## src/rtl/mem_lsu.sv

```systemverilog
// Memory-stage load/store unit: sub-word loads, RMW sub-word stores.
// Optional misaligned-access trap: define LSU_MISALIGN_TRAP_EN.
module mem_lsu #(
  parameter int DMEM_AW = 12
) (
  input  logic        clk,
  input  logic        rst,
  input  logic        req_valid,
  input  logic        req_we,
  input  logic [2:0]  req_funct3,
  input  logic [31:0] req_addr,
  input  logic [31:0] req_wdata,
  output logic [31:0] load_data,
  output logic        stall,
  output logic        misalign,
  output logic        dmem_wen,
  output logic [31:0] dmem_addr,
  output logic [31:0] dmem_wdata,
  input  logic [31:0] dmem_rdata
);

  localparam logic [0:0] IDLE  = 1'b0;
  localparam logic [0:0] WRITE = 1'b1;

  logic [0:0]         state_q, state_d;
  logic [DMEM_AW-1:0] wr_idx_q, wr_idx_d;
  logic [31:0]        wr_word_q, wr_word_d;

  logic f_b, f_h, f_w, f_bu, f_hu;
  logic idle, mis_raw;
  logic ld_ok, st_ok, sw_go, sub_go;
  logic [DMEM_AW-1:0] req_idx;
  logic [7:0]  byte_sel;
  logic [15:0] half_sel;
  logic [31:0] merged;
  logic        unused_addr;

  assign f_b  = (req_funct3 == 3'b000);
  assign f_h  = (req_funct3 == 3'b001);
  assign f_w  = (req_funct3 == 3'b010);
  assign f_bu = (req_funct3 == 3'b100);
  assign f_hu = (req_funct3 == 3'b101);

  assign idle        = (state_q == IDLE);
  assign req_idx     = req_addr[DMEM_AW+1:2];
  assign unused_addr = ^req_addr[31:DMEM_AW+2];

`ifdef LSU_MISALIGN_TRAP_EN
  assign mis_raw = ((f_h | f_hu) & req_addr[0])
                 | (f_w & (|req_addr[1:0]));
`else
  assign mis_raw = 1'b0;
`endif

  assign ld_ok  = idle & req_valid & ~req_we & ~mis_raw;
  assign st_ok  = idle & req_valid & req_we & ~mis_raw & ~rst;
  assign sw_go  = st_ok & f_w;
  assign sub_go = st_ok & (f_b | f_h);

  always_comb begin
    byte_sel = 8'h00;
    case (req_addr[1:0])
      2'd0:    byte_sel = dmem_rdata[7:0];
      2'd1:    byte_sel = dmem_rdata[15:8];
      2'd2:    byte_sel = dmem_rdata[23:16];
      default: byte_sel = dmem_rdata[31:24];
    endcase
  end

  assign half_sel = req_addr[1] ? dmem_rdata[31:16]
                                : dmem_rdata[15:0];

  always_comb begin
    load_data = 32'h0;
    if (ld_ok) begin
      case (req_funct3)
        3'b000:  load_data = {{24{byte_sel[7]}}, byte_sel};
        3'b100:  load_data = {24'h0, byte_sel};
        3'b001:  load_data = {{16{half_sel[15]}}, half_sel};
        3'b101:  load_data = {16'h0, half_sel};
        3'b010:  load_data = dmem_rdata;
        default: load_data = 32'h0;
      endcase
    end
  end

  // Lane replacement for the read-modify-write merge
  always_comb begin
    merged = dmem_rdata;
    if (f_b) begin
      case (req_addr[1:0])
        2'd0:    merged[7:0]   = req_wdata[7:0];
        2'd1:    merged[15:8]  = req_wdata[7:0];
        2'd2:    merged[23:16] = req_wdata[7:0];
        default: merged[31:24] = req_wdata[7:0];
      endcase
    end else if (req_addr[1]) begin
      merged[31:16] = req_wdata[15:0];
    end else begin
      merged[15:0] = req_wdata[15:0];
    end
  end

  always_comb begin
    state_d   = state_q;
    wr_idx_d  = wr_idx_q;
    wr_word_d = wr_word_q;
    case (state_q)
      IDLE: begin
        if (sub_go) begin
          state_d   = WRITE;
          wr_idx_d  = req_idx;
          wr_word_d = merged;
        end
      end
      default: state_d = IDLE;
    endcase
  end

  always_ff @(posedge clk or posedge rst) begin
    if (rst) begin
      state_q   <= IDLE;
      wr_idx_q  <= '0;
      wr_word_q <= 32'h0;
    end else begin
      state_q   <= state_d;
      wr_idx_q  <= wr_idx_d;
      wr_word_q <= wr_word_d;
    end
  end

  assign stall      = sub_go;
  assign misalign   = idle & req_valid & mis_raw & ~rst;
  assign dmem_wen   = ~rst & (~idle | sw_go);
  assign dmem_addr  = {{(32-DMEM_AW){1'b0}},
                       idle ? req_idx : wr_idx_q};
  assign dmem_wdata = idle ? req_wdata : wr_word_q;

endmodule

```

## config.mk

```make
export PLATFORM = sky130hd
export DESIGN_NAME = mem_lsu
export DESIGN_NICKNAME = d
export VERILOG_FILES = /design/src/rtl/mem_lsu.sv
export SDC_FILE = /design/constraint.sdc
export NUM_CORES = 1
export LEC_CHECK = 0
export CORE_MARGIN = 2
export CORE_UTILIZATION = 37
export DETAILED_ROUTE_END_ITERATION = 10
export PLACE_DENSITY_LB_ADDON = 0.08
export SYNTH_ARGS = -nofsm -noshare
export SYNTH_HDL_FRONTEND = slang
export SYNTH_SLANG_ARGS = --single-unit
```

## constraint.sdc

```tcl
create_clock -name clk -period 1.6 [get_ports clk]
set_clock_uncertainty 0.15 [all_clocks]
set_input_delay 0.16 -clock clk [delete_from_list [all_inputs] [get_ports clk]]
set_output_delay 0.16 -clock clk [all_outputs]
set_load 0.02 [all_outputs]
```

# After elaboration in Yosys (flattened, before gate mapping)
# Cells that the tools add are included.
dict set report totals {
  input_bits 103
  ff_bits 45
  output_inout_bits 99
}
dict set report classes {
  muxes 15
  n_eq_ne 6
  reduce_logical 4
  bitwise_logic 12
}
# operator count
set ops {}
lappend ops {{one-hot mux 32 bit (5 select lines)} 1}
lappend ops {{2-to-1 mux 32 bit} 3}
lappend ops {{2-to-1 mux 16 bit} 3}
lappend ops {{2-to-1 mux 8 bit} 4}
lappend ops {{one-hot mux 8 bit (3 select lines)} 1}
lappend ops {{2-to-1 mux 12 bit} 1}
lappend ops {{bitwise AND 1 bit} 7}
lappend ops {{equality test 3 bit (second input constant)} 2}
lappend ops {{equality test 3 x 1 -> 1 bit (second input constant)} 1}
lappend ops {{equality test 3 x 2 -> 1 bit (second input constant)} 1}
lappend ops {{logical NOT 3 bit} 1}
lappend ops {{inverter 1 bit} 3}
lappend ops {{OR reduction 3 bit} 1}
lappend ops {{equality test 2 x 1 -> 1 bit (second input constant)} 1}
lappend ops {{equality test 2 bit (second input constant)} 1}
lappend ops {{logical NOT 2 bit} 1}
lappend ops {{2-to-1 mux 1 bit} 2}
lappend ops {{OR 1 bit} 2}
lappend ops {{AND reduction 2 bit} 1}

# Logic depth before layout (Yosys ltp)
dict set report depth {
  ltp_word 7
  mapped_depth 7
}

# Worst setup path after synthesis
# Ideal clock, no wire load.
dict set report synth_timing {
  path_kind {input-to-output}
  start {in req_funct3[2]}
  end {out load_data[10]}
  stages 5
  t_arrival_ns 1.560
  required_ns 1.290
  path_buffers 2
  setup_slack_ns -0.270
  cell_sequence {buf_2 -> nor3_2 -> buf_4 -> nand2_1 -> a31oi_1}
}
dict set report synth_via {
  elab_chain_cells 3
  elab_cells_between_ends 7
}
# element line_no
set synth_lines {}
lappend synth_lines {{start, declared} 10} ;# input logic [2:0] req_funct3,
lappend synth_lines {{equality test 3 x 2 -> 1 bit, or another cell as far along} 76} ;# case (req_funct3)
lappend synth_lines {{one-hot mux 32 bit (5 select lines) (*)} 76}
lappend synth_lines {{2-to-1 mux 32 bit (*)} 75} ;# if (ld_ok) begin
lappend synth_lines {{end, declared} 13} ;# output logic [31:0] load_data,
# Mark *: on every way between the ends. The rest lies on a longest branch, timed or not.

# Worst setup path after layout
dict set report layout_timing {
  start {reg state_q}
  end {out dmem_wdata[27]}
}
dict set report layout_via {
  elab_chain_cells 1
}
# element line_no
set layout_lines {}
lappend layout_lines {{start, declared} 25} ;# logic [0:0] state_q, state_d;
lappend layout_lines {{start signal, assigned} 126} ;# state_q <= state_d;
lappend layout_lines {{2-to-1 mux 32 bit} 137} ;# assign dmem_wdata = idle ? req_wdata : wr_word_q;
lappend layout_lines {{end, declared} 18} ;# output logic [31:0] dmem_wdata,
# No other way between the ends.

==> flow_summary.toml <==
[status]
status = "finished, violations left"
violations = "setup timing"

[timing]
tns_ps = -20590
worst_slack_ps = -340.9
final-setup-viol-count = 77
fin_crit_sh_pct = 121.3
timing.fmax_mhz = 515.2
hold_viol_final = 0
rsz0062_at_grt = "true"
finalMaxSlewViolations = 0
fin_crit_ps = 1941

[critical_path]
endpoint_kind = "output pin"
start_kind = "flip-flop"
reg2reg_from = "state_q"
cp.required_ps = 1290
crit_type = "flip-flop to output pin"
crit_start = "state_q"
critPathTopFamily = "buffers and inverters"
cp_cell_sequence = "buf_6 -> buf_6 -> mux2_2 -> clkdlybuf4s15_2"
worst_path_max_delay_cell = "dfrtp_2"
crit_path_max_incr_delay_ps = 410
critPathBufInv = 3
cp_max_fo = 8
arrival_ps = 1630
crit_top_cell = "buf_6"

[synthesis]
synth_edf_count = 0
ys_seq_area_share_pct = 28.04
async_flop_share_pct = 100.0
synth_area_leaders = "dfrtp_1 28%, mux2_2 13%, o21ai_0 6.0%"
synth_area_um2 = 4016
synth_ff_type = "dfrtp_1"
yosysWarningCount = 0
yosysTopAreaCell = "dfrtp_1"
synth.avg_cell_area_um2 = 8.886
synth_seq_cells = 45
synthesis.instances = 452
synth_top_area_share_pct = 28.04
netlist-cell-type-count = 37

[cells_and_area]
final_nets = 792
drive_gt1_share_pct = 47.39
n_antenna_cell = 0
area_growth_pct = 73.49
fin_util_pct = 65.13

[cts]
tritoncts = "yes"
path_clk_slew_ps = 90
clk_latency_ps = 300
cts_sinks = 45
cts_root_buffer = "clkbuf_8"
cts_buffer_depth = 2
cts_made_buffers = 5
cts.htree.levels = 2

[drt]
routed.top_layer = "met4"
wirelength_um = 16110
drt-initial-drc-count = 261
wl_met2_um = 7717
post_drt_via_cell_ratio = 5.486
drc = 0
avgRoutedWirePerCell_um = 19.41
num_vias = 4553
wl_met3_um = 1149
wl_met1_um = 6710
firstDrtPassIters = 6
ant_nets = 0

[placement]
port_buffers = 162
hpwl_um = 12260
place_congestion = 0.9367

[floorplan]
die_h_um = 108.2
coreArea_um2 = 10700
die_area_um2 = 11700
initial_core_util_pct = 37.54
io_pins = 202
rows = 38
die_w_um = 108.2

[grt]
antenna_found_initial = 0
gr-usage-all-layers_pct = 26.93
grt_overflow = 0
grt_pass1_vias = 4455
grt_pass1_wl_um = 24090
grt_max_degree = 51

[pwr]
switchingPower_mw = 1.389
power_density_nw_per_um2 = 592.2
swShare_pct = 33.66
internal-power_mw = 2.737
p_leak_nw = 2.852
power_frac_seq_pct = 37.5
p_clk_share_pct = 21.2
irDropWorstVdd_mv = 0.4657
comb_power_share_pct = 41.3

[hold_path]
min_path_type = "input port to asynchronous set/reset pin"

[flow_run]
max-cap-violations = 0
[worst paths after layout]
check,endpoint,slack [ps],depth (start not counted)
hold / removal,wr_word_q[0],110,4
setup / recovery,dmem_wdata[27],-340,4
max in group asynchronous,wr_word_q[28],960,4
hold reg to reg,wr_word_q[15],350,2
min in group clk,wr_word_q[23],230,4
setup reg to reg,wr_word_q[12],30,6
[power groups by stage]
| stage | Combinational [mW] | Clock [mW] | Sequential, mW |
|---|---|---|---|
| 2_1_floorplan | 0.966 | 0 | 1.50 |
| 3_3_place_gp | 1.63 | 0 | 1.55 |
| 3_5_place_dp | 1.65 | 0 | 1.56 |
| 4_1_cts | 1.64 | 0.894 | 1.54 |
| 5_1_grt | 1.82 | 0.938 | 1.58 |
| 6_report | 1.70 | 0.876 | 1.55 |
[Yosys cell counts, types with 2 or more instances]
master and n:
o21ai_0 48, dfrtp_1 45, nand2_1 41, inv_1 3
mux4_2 8, nand2b_1 2, a21oi_1 32, nand3_1 16
mux2_2 45, buf_4 26, and3_1 8, nor3b_1 3
o31ai_1 16, mux2_1 3, buf_2 10, clkbuf_1 25
a211oi_1 32, mux2_4 9, buf_6 4, nor2_1 2
or4b_1 2, and3b_1 9, a31oi_1 33, nor2b_1 17
[through the flow]
stage | hold WS, ps | total power, mW | std cells | area [um^2] | worst slack, ps
after global placement | 337.1 | 3.173 | 804 | 6683 | -976.3
after CTS | 82.94 | 4.072 | 826 | 6780 | -348.7
after global routing | 101.6 | 4.338 | 830 | 6968 | -406.3
final | 105.6 | 4.126 | 830 | 6968 | -340.9
after floorplan | 158.1 | 2.467 | 472 | 4528 | -158.5
after detailed placement | 340.0 | 3.204 | 804 | 6683 | -1008
[cell type report]
| class | count | area, um^2 |
|---|---|---|
| Clock inverter | 2 | 38.79 |
| Timing Repair Buffer | 276 | 2459 |
| Inverter | 4 | 27.53 |
| Tap cell | 140 | 175.2 |
| Sequential cell | 45 | 1127 |
| Fill cell | 935 | 3730 |
| Clock buffer | 6 | 72.57 |
| Multi-Input combinational cell | 356 | 3057 |
| Timing Repair inverter | 1 | 11.26 |
[metal layers]
metal / up-vias / GRT usage [%]
met1: 2175 / 34.88
met4: 0 / 10.26
met2: 199 / 44.92
met5: - / 0
li1: 2142 / -
met3: 37 / 4.581
[placed cells by master, fill, tap and decap left out, types with 3 or more instances in the layout]
master and instances:
buf_6 34, clkdlybuf4s15_1 4, a21oi_4 11, buf_12 8, and3b_1 9, dfrtp_1 44, a31oi_1 16, o31ai_1 14
buf_4 106, clkdlybuf4s50_1 73, conb_1 21, clkdlybuf4s15_2 3, and3_1 8, buf_2 42, clkbuf_8 5, nor2b_1 16
a31oi_2 3, mux2_2 45, mux4_2 8, o21ai_1 29, buf_16 3, nand3_1 16, a21oi_2 5, a21oi_1 16
o21ai_0 18, a211oi_1 30, nand2_1 39, a31oi_4 14, mux2_4 12
[tightest hold or removal path: cells and delay by family]
family / cells / cell delay [ps]
buffers and inverters: 4 / 760
[registers in the layout (all words and copies together), names as in the netlist]
name	count
wr_idx_q	12
state_q	1
wr_word_q	32
[logic make-up after synthesis]
logic type      Yosys count  synth area share (%)
compound gates          163                 24.74
mux                      65                 21.31
other cells               1               0.09337
buf+inv                  71                 10.53
simple gates            107                 15.30
flops                    45                 28.04
[what timing repair did]
| item | 4_1_cts | 5_1_grt |
|---|---|---|
| hold buffers | 0 | 0 |
| gates resized for setup | 416 | 56 |
| endpoints found under the setup margin | 123 | 123 |
| pin swaps | 13 | 0 |
| setup buffers | 9 | 5 |
| gates cloned | 5 | 1 |
No activity file was read; power rests on OpenSTA's default activity.
